File: src/rtl/fl_vadd_feeder.sv
// Splits an interleaved x/y word stream into two operand FIFOs for the vector adder; optional last flag with FL_VADD_FEEDER_TLAST_EN.
// Latency: an accepted word reaches its operand port one cycle later; done follows the final pop by one cycle.
// Backpressure: in_ready drops while the FIFO for the current phase is full; each operand port stalls independently.

module fl_vadd_feeder_fifo #(
   parameter int W     = 32,
   parameter int DEPTH = 4
) (
   input  logic         clk,
   input  logic         rst_n,
   input  logic         push,
   input  logic [W-1:0] wr_dat,
   input  logic         pop,
   output logic [W-1:0] rd_dat,
   output logic         full,
   output logic         empty
);
   localparam int AW = $clog2(DEPTH);
   localparam int CW = AW + 1;

   logic [W-1:0]  mem [DEPTH];
   logic [AW-1:0] wr_ptr;
   logic [AW-1:0] rd_ptr;
   logic [CW-1:0] cnt;
   logic          do_push;
   logic          do_pop;

   assign full    = (cnt == CW'(DEPTH));
   assign empty   = (cnt == '0);
   assign do_push = push && !full;
   assign do_pop  = pop && !empty;
   // Head is forced to zero when empty so idle outputs never show stale words.
   assign rd_dat  = empty ? '0 : mem[rd_ptr];

   always_ff @(posedge clk) begin
      if (!rst_n) begin
         wr_ptr <= '0;
         rd_ptr <= '0;
         cnt    <= '0;
      end else begin
         if (do_push) wr_ptr <= wr_ptr + AW'(1);
         if (do_pop)  rd_ptr <= rd_ptr + AW'(1);
         case ({do_push, do_pop})
            2'b10:   cnt <= cnt + CW'(1);
            2'b01:   cnt <= cnt - CW'(1);
            default: cnt <= cnt;
         endcase
      end
   end

   always_ff @(posedge clk) begin
      if (do_push) mem[wr_ptr] <= wr_dat;
   end
endmodule

module fl_vadd_feeder #(
   parameter int DATA_W     = 32,
   parameter int FIFO_DEPTH = 4,
   parameter int LEN_W      = 16
) (
   input  logic              clk,
   input  logic              rst_n,
   input  logic [LEN_W-1:0]  cfg_len,
   input  logic              cfg_start,
   output logic              busy,
   output logic              done,
   input  logic [DATA_W-1:0] in_data,
   input  logic              in_valid,
   output logic              in_ready,
   output logic [DATA_W-1:0] out_x_data,
   output logic              out_x_valid,
   input  logic              x_ready,
   output logic              out_x_last,
   output logic [DATA_W-1:0] out_y_data,
   output logic              out_y_valid,
   input  logic              y_ready,
   output logic              out_y_last
);
   typedef enum logic [1:0] {IDLE, RUN, DRAIN} state_t;

   state_t           state, state_nxt;
   logic             phase_y, phase_y_nxt;
   logic [LEN_W-1:0] len_q, len_nxt;
   logic [LEN_W-1:0] pair_cnt, pair_nxt;
   logic             zero_done_q, zero_done_nxt;
   logic             x_push, y_push;
   logic             x_full, x_empty, y_full, y_empty;
   logic             final_pair;

   assign final_pair = (pair_cnt == len_q - LEN_W'(1));
   assign busy       = (state != IDLE);

   always_ff @(posedge clk) begin
      if (!rst_n) begin
         state       <= IDLE;
         phase_y     <= 1'b0;
         len_q       <= '0;
         pair_cnt    <= '0;
         zero_done_q <= 1'b0;
      end else begin
         state       <= state_nxt;
         phase_y     <= phase_y_nxt;
         len_q       <= len_nxt;
         pair_cnt    <= pair_nxt;
         zero_done_q <= zero_done_nxt;
      end
   end

   always_comb begin
      state_nxt     = state;
      phase_y_nxt   = phase_y;
      len_nxt       = len_q;
      pair_nxt      = pair_cnt;
      zero_done_nxt = 1'b0;
      in_ready      = 1'b0;
      x_push        = 1'b0;
      y_push        = 1'b0;
      done          = zero_done_q;
      case (state)
         IDLE: begin
            if (cfg_start) begin
               if (cfg_len == '0) begin
                  zero_done_nxt = 1'b1;
               end else begin
                  len_nxt     = cfg_len;
                  pair_nxt    = '0;
                  phase_y_nxt = 1'b0;
                  state_nxt   = RUN;
               end
            end
         end
         RUN: begin
            // Full FIFO blocks the push even if it is being popped this cycle.
            in_ready = phase_y ? !y_full : !x_full;
            if (in_valid && in_ready) begin
               if (!phase_y) begin
                  x_push      = 1'b1;
                  phase_y_nxt = 1'b1;
               end else begin
                  y_push      = 1'b1;
                  phase_y_nxt = 1'b0;
                  pair_nxt    = pair_cnt + LEN_W'(1);
                  if (final_pair) state_nxt = DRAIN;
               end
            end
         end
         DRAIN: begin
            if (x_empty && y_empty) begin
               done      = 1'b1;
               state_nxt = IDLE;
            end
         end
         default: state_nxt = IDLE;
      endcase
   end

`ifdef FL_VADD_FEEDER_TLAST_EN
   localparam int FW = DATA_W + 1;
   logic [FW-1:0] x_wdat, x_rdat, y_wdat, y_rdat;
   assign x_wdat     = {final_pair, in_data};
   assign y_wdat     = {final_pair, in_data};
   assign out_x_data = x_rdat[DATA_W-1:0];
   assign out_x_last = x_rdat[DATA_W];
   assign out_y_data = y_rdat[DATA_W-1:0];
   assign out_y_last = y_rdat[DATA_W];
`else
   localparam int FW = DATA_W;
   logic [FW-1:0] x_wdat, x_rdat, y_wdat, y_rdat;
   assign x_wdat     = in_data;
   assign y_wdat     = in_data;
   assign out_x_data = x_rdat;
   assign out_x_last = 1'b0;
   assign out_y_data = y_rdat;
   assign out_y_last = 1'b0;
`endif

   assign out_x_valid = !x_empty;
   assign out_y_valid = !y_empty;

   fl_vadd_feeder_fifo #(.W(FW), .DEPTH(FIFO_DEPTH)) u_x_fifo (
      .clk    (clk),
      .rst_n  (rst_n),
      .push   (x_push),
      .wr_dat (x_wdat),
      .pop    (x_ready),
      .rd_dat (x_rdat),
      .full   (x_full),
      .empty  (x_empty)
   );

   fl_vadd_feeder_fifo #(.W(FW), .DEPTH(FIFO_DEPTH)) u_y_fifo (
      .clk    (clk),
      .rst_n  (rst_n),
      .push   (y_push),
      .wr_dat (y_wdat),
      .pop    (y_ready),
      .rd_dat (y_rdat),
      .full   (y_full),
      .empty  (y_empty)
   );
endmodule

File: config.mk
export PLATFORM = sky130hd
export DESIGN_NAME = fl_vadd_feeder
export DESIGN_NICKNAME = d
export VERILOG_FILES = /design/src/rtl/fl_vadd_feeder.sv
export SDC_FILE = /design/constraint.sdc
export NUM_CORES = 1
export LEC_CHECK = 0
export BUFFER_PORTS_ARGS = -buffer_cell sky130_fd_sc_hd__buf_2
export CELL_PAD_IN_SITES_DETAIL_PLACEMENT = 0
export CELL_PAD_IN_SITES_GLOBAL_PLACEMENT = 1
export CORE_ASPECT_RATIO = 1.4
export CORE_MARGIN = 8
export CORE_UTILIZATION = 45
export DETAILED_ROUTE_END_ITERATION = 12
export PLACE_DENSITY = 0.84
export SLEW_MARGIN = 20
export SYNTH_ARGS = -nofsm -noshare
export SYNTH_HDL_FRONTEND = slang
export SYNTH_HIERARCHICAL = 1
export SYNTH_SLANG_ARGS = --single-unit
File: constraint.sdc
create_clock -name clk -period 2.7 [get_ports clk]
set_input_delay 0.27 -clock clk [delete_from_list [all_inputs] [get_ports clk]]
set_output_delay 0.27 -clock clk [all_outputs]
set_load 0.005 [all_outputs]
==> run_results.csv <==
group,metric,value,unit
final_layout,stdcell_area,15600,sq um
synth,ys_seq_area_share,68.0,%
drt,drt_iter0_markers,427,
worst_setup_path,worstPathRequired,3.18,ns
worst_setup_path,cpMostUsedCell,"inv_1",
global_routing,grt_antenna_before_repair,2,
cts,cts_tree,"yes",
status,status,"complete, no violations",
synth,synth_top_family_by_area,"multiplexers",
floorplanning,io_pins,125,
global_routing,grt_pass1_wl,42900,microns
cts,cts-root-buf,"clkbuf_16",
worst_setup_path,critPathMaxFanout,2,
worst_setup_path,path_cells,"dlygate4sd3_1 -> buf_2 -> nor4_4 -> nand2_2 -> o211ai_1 -> nor3_2 -> nor2b_1 -> inv_1 -> ha_1 -> inv_1 -> fa_2 -> xor2_1 -> or3_1 -> a21boi_1",
drt,routedWlPerCell,19.8,microns
timing,skew,0.0127,ns
pwr,irDropWorstVdd,0.640,mV
worst_setup_path,cp_top_family,"simple AND/OR/NAND/NOR gates",
synth,avgSynthCellArea,16.1,sq um
timing,maxSlewViolCount,0,
floorplanning,core,28300,sq um
synth,yosys.area_share.simple,10.4,%
timing,rsz0062_at_grt,"yes",
synth,synth_fa_ha_area_share,1.48,%
final_layout,final_common_cell,"edfxtp_1",
synth,synth_edf_count,256,
floorplanning,rows,73,
cts,ctsHtreeMaxLevel,1,
worst_setup_path,critPathSlowestCell,"dlygate4sd3_1",
placed_design,io_buffers,122,
cts,postCtsSetupBuffers,0,
global_routing,grt_usage,15.9,%
synth,postSynthCellCount,803,
global_routing,use_met1,18.0,%
pwr,leakage,5.35,nW
cts,cts.sinks,310,
final_layout,multi_input_area,3850,sq um
synth,synth-compound-area-share,3.70,%
worst_setup_path,setup.worst_path.start_class,"input pin",
worst_setup_path,arrival,3.06,ns
synth,yosysWarnings,6,
global_routing,grt_most_used_layer,"met2",
timing,fin_ws,0.116,ns
final_layout,syn_to_final_growth,21.2,%
pwr,p_per_area,809,nW/um^2
final_layout,stdcell_count,1396,
placed_design,post-place-ws,-0.182,ns
timing,max_freq,0.387,GHz
timing,hold_viol_final,0,
drt,postRouteAntennaNets,0,
run,drv_cap,0,
synth,muxShareOfSynthArea,11.6,%
worst_setup_path,critical_path_class,"in2reg",
placed_design,gp_congestion,0.789,
worst_setup_path,path_buf_inv,4,
hold_path,hold_path.class,"in2reg",
synth,ys_ff_latch,310,
drt,routed_wl,27600,microns
timing,fin_crit_sh,95.7,%
drt,drtPass1Iterations,4,
global_routing,grtUsageMet3,3.07,%
drt,via_per_inst,5.24,
synth,async_reset_ff_share,0,%
timing,tightest_slew,0.754,ns
floorplanning,die_w,159,microns
timing,setup_viol,0,
placed_design,dp_hpwl,17100,microns
final_layout,n_fill_cell,2263,
placed_design,dp_cells,1303,
synth,ys_types,59,
synth,synth_top_area_share,59.6,%
timing,whs,0.0161,ns
final_layout,layout_common_cells,"edfxtp_1, buf_2, nor2b_1",
global_routing,overflow,0,
drt,drc,0,
pwr,power,0.0126,W
floorplanning,dieArea,34400,sq um
cts,path_clk_slew,0.06,ns
final_layout,diodes,0,
synth,synthXorXnorAreaFrac,2.24,%
worst_setup_path,end_kind,"register",
cts,cts_max_path_buffers,3,
floorplanning,die_h,216,microns
global_routing,use_met2,29.8,%
final_layout,final_nets,1068,
synth,synth-main-ff-cell,"edfxtp_1",
timing,period_needed,2.58,ns
synth,syn_area,12900,sq um
worst_setup_path,cpPeakStageDelay,0.54,ns
floorplanning,start_util,45.5,%
synth,synth_top_cell_by_area,"edfxtp_1",
placed_design,place_area,14200,sq um
drt,vias,7317,
global_routing,grt_max_degree,36,
cts,cts_buffers,30,
final_layout,drive_above_1_share,28.8,%
final_layout,seq_area,8770,sq um
timing,relSlewSlack,49.7,%
global_routing,grt_pass1_vias,7668,
cts,clk_latency,0.55,ns
synth,netlist_top_cells_area,"edfxtp_1, mux4_2, dfxtp_1",
registers in the layout, indices dropped and copies added (netlist names), named ones only:
| signal | cells |
|---|---|
| len_q | 16 |
| pair_cnt | 16 |
| phase_y | 1 |
| state | 2 |
| u_x_fifo/cnt | 3 |
| u_x_fifo/mem | 128 |
| u_x_fifo/rd_ptr | 2 |
| u_x_fifo/wr_ptr | 2 |
| u_y_fifo/cnt | 3 |
| u_y_fifo/mem | 128 |
| u_y_fifo/rd_ptr | 2 |
| u_y_fifo/wr_ptr | 2 |
| zero_done_q | 1 |
logic make-up after synthesis:
| group | after synthesis |
|---|---|
| DFF | 310 |
| buffers and inverters | 66 |
| and+or+nand+nor | 243 |
| xor gates and xnor gates | 33 |
| other | 1 |
| muxes | 69 |
| AOI/OAI and AO/OA | 67 |
| adders and majority gates | 14 |
report_power, final:
group,leakage (nW),internal (W),total [W],switching (W)
combinational,2.10,0.00134,0.00293,0.00158
clock,0.491,0.00258,0.00428,0.00170
sequential,2.75,0.00535,0.00543,0.0000833
synth_stat cells (all sizes together) (7+ instances only):
cell    number
nor2        28
clkbuf      21
nor4         9
buf         17
nand3        7
and2        15
dfxtp       54
xnor2       23
mux4        64
nor2b       70
or3          8
o21ai       17
xor2        10
ha          12
inv         28
nor3        15
edfxtp     256
a21boi      22
nand2       63
worst reg2reg max path, delay by kind of cell, from the launching register on:
kind	cells	cell delay, ns
simple gates	4	0.83
compound gates	3	0.43
fa+ha+maj	2	0.39
flops	1	0.31
mux	1	0.27
buf+inv	2	0.13
xor+xnor	1	0.07
metrics by stage:
stage               utilization [%]  setup TNS, ns
detailed placement             50.0         -0.182
global placement               50.0         -0.171
global route                   55.2        -0.0227
floorplan                         -         -0.205
CTS                            55.0              0
finish                         55.2              0
layer usage:
layer,share of wire (%),vias to the layer above
met5,0,-
met4,2.1,0
met3,5.8,39
met2,53,208
met1,39,3644
li1,-,3426
cell type report:
type | instances | area share, %
tap | 375 | 3.00
sequential | 310 | 56.1
multi-input combinational | 428 | 24.6
inverter | 28 | 0.673
clock inverter | 15 | 1.35
timing repair buffer | 202 | 9.11
clock buffer | 38 | 5.13
repair_timing:
action,CTS,global route
resized for setup,0,10
hold endpoints to repair,241,0
endpoints found under the setup margin,0,2
hold buffers,40,0
path summary, 6_finish.rpt:
| path | from | to | slack (ns) | cells past startpoint |
|---|---|---|---|---|
| hold reg to reg | len_q[15] | len_q[15] | 0.49 | 2 |
| setup reg to reg | u_x_fifo/cnt[2] | u_y_fifo/cnt[2] | 0.21 | 13 |
| hold / removal | in_data[27] | u_x_fifo/mem[1][27] | 0.02 | 1 |
| setup / recovery | cfg_len[6] | u_y_fifo/cnt[2] | 0.12 | 14 |
Power figures use the tool's default switching activity.
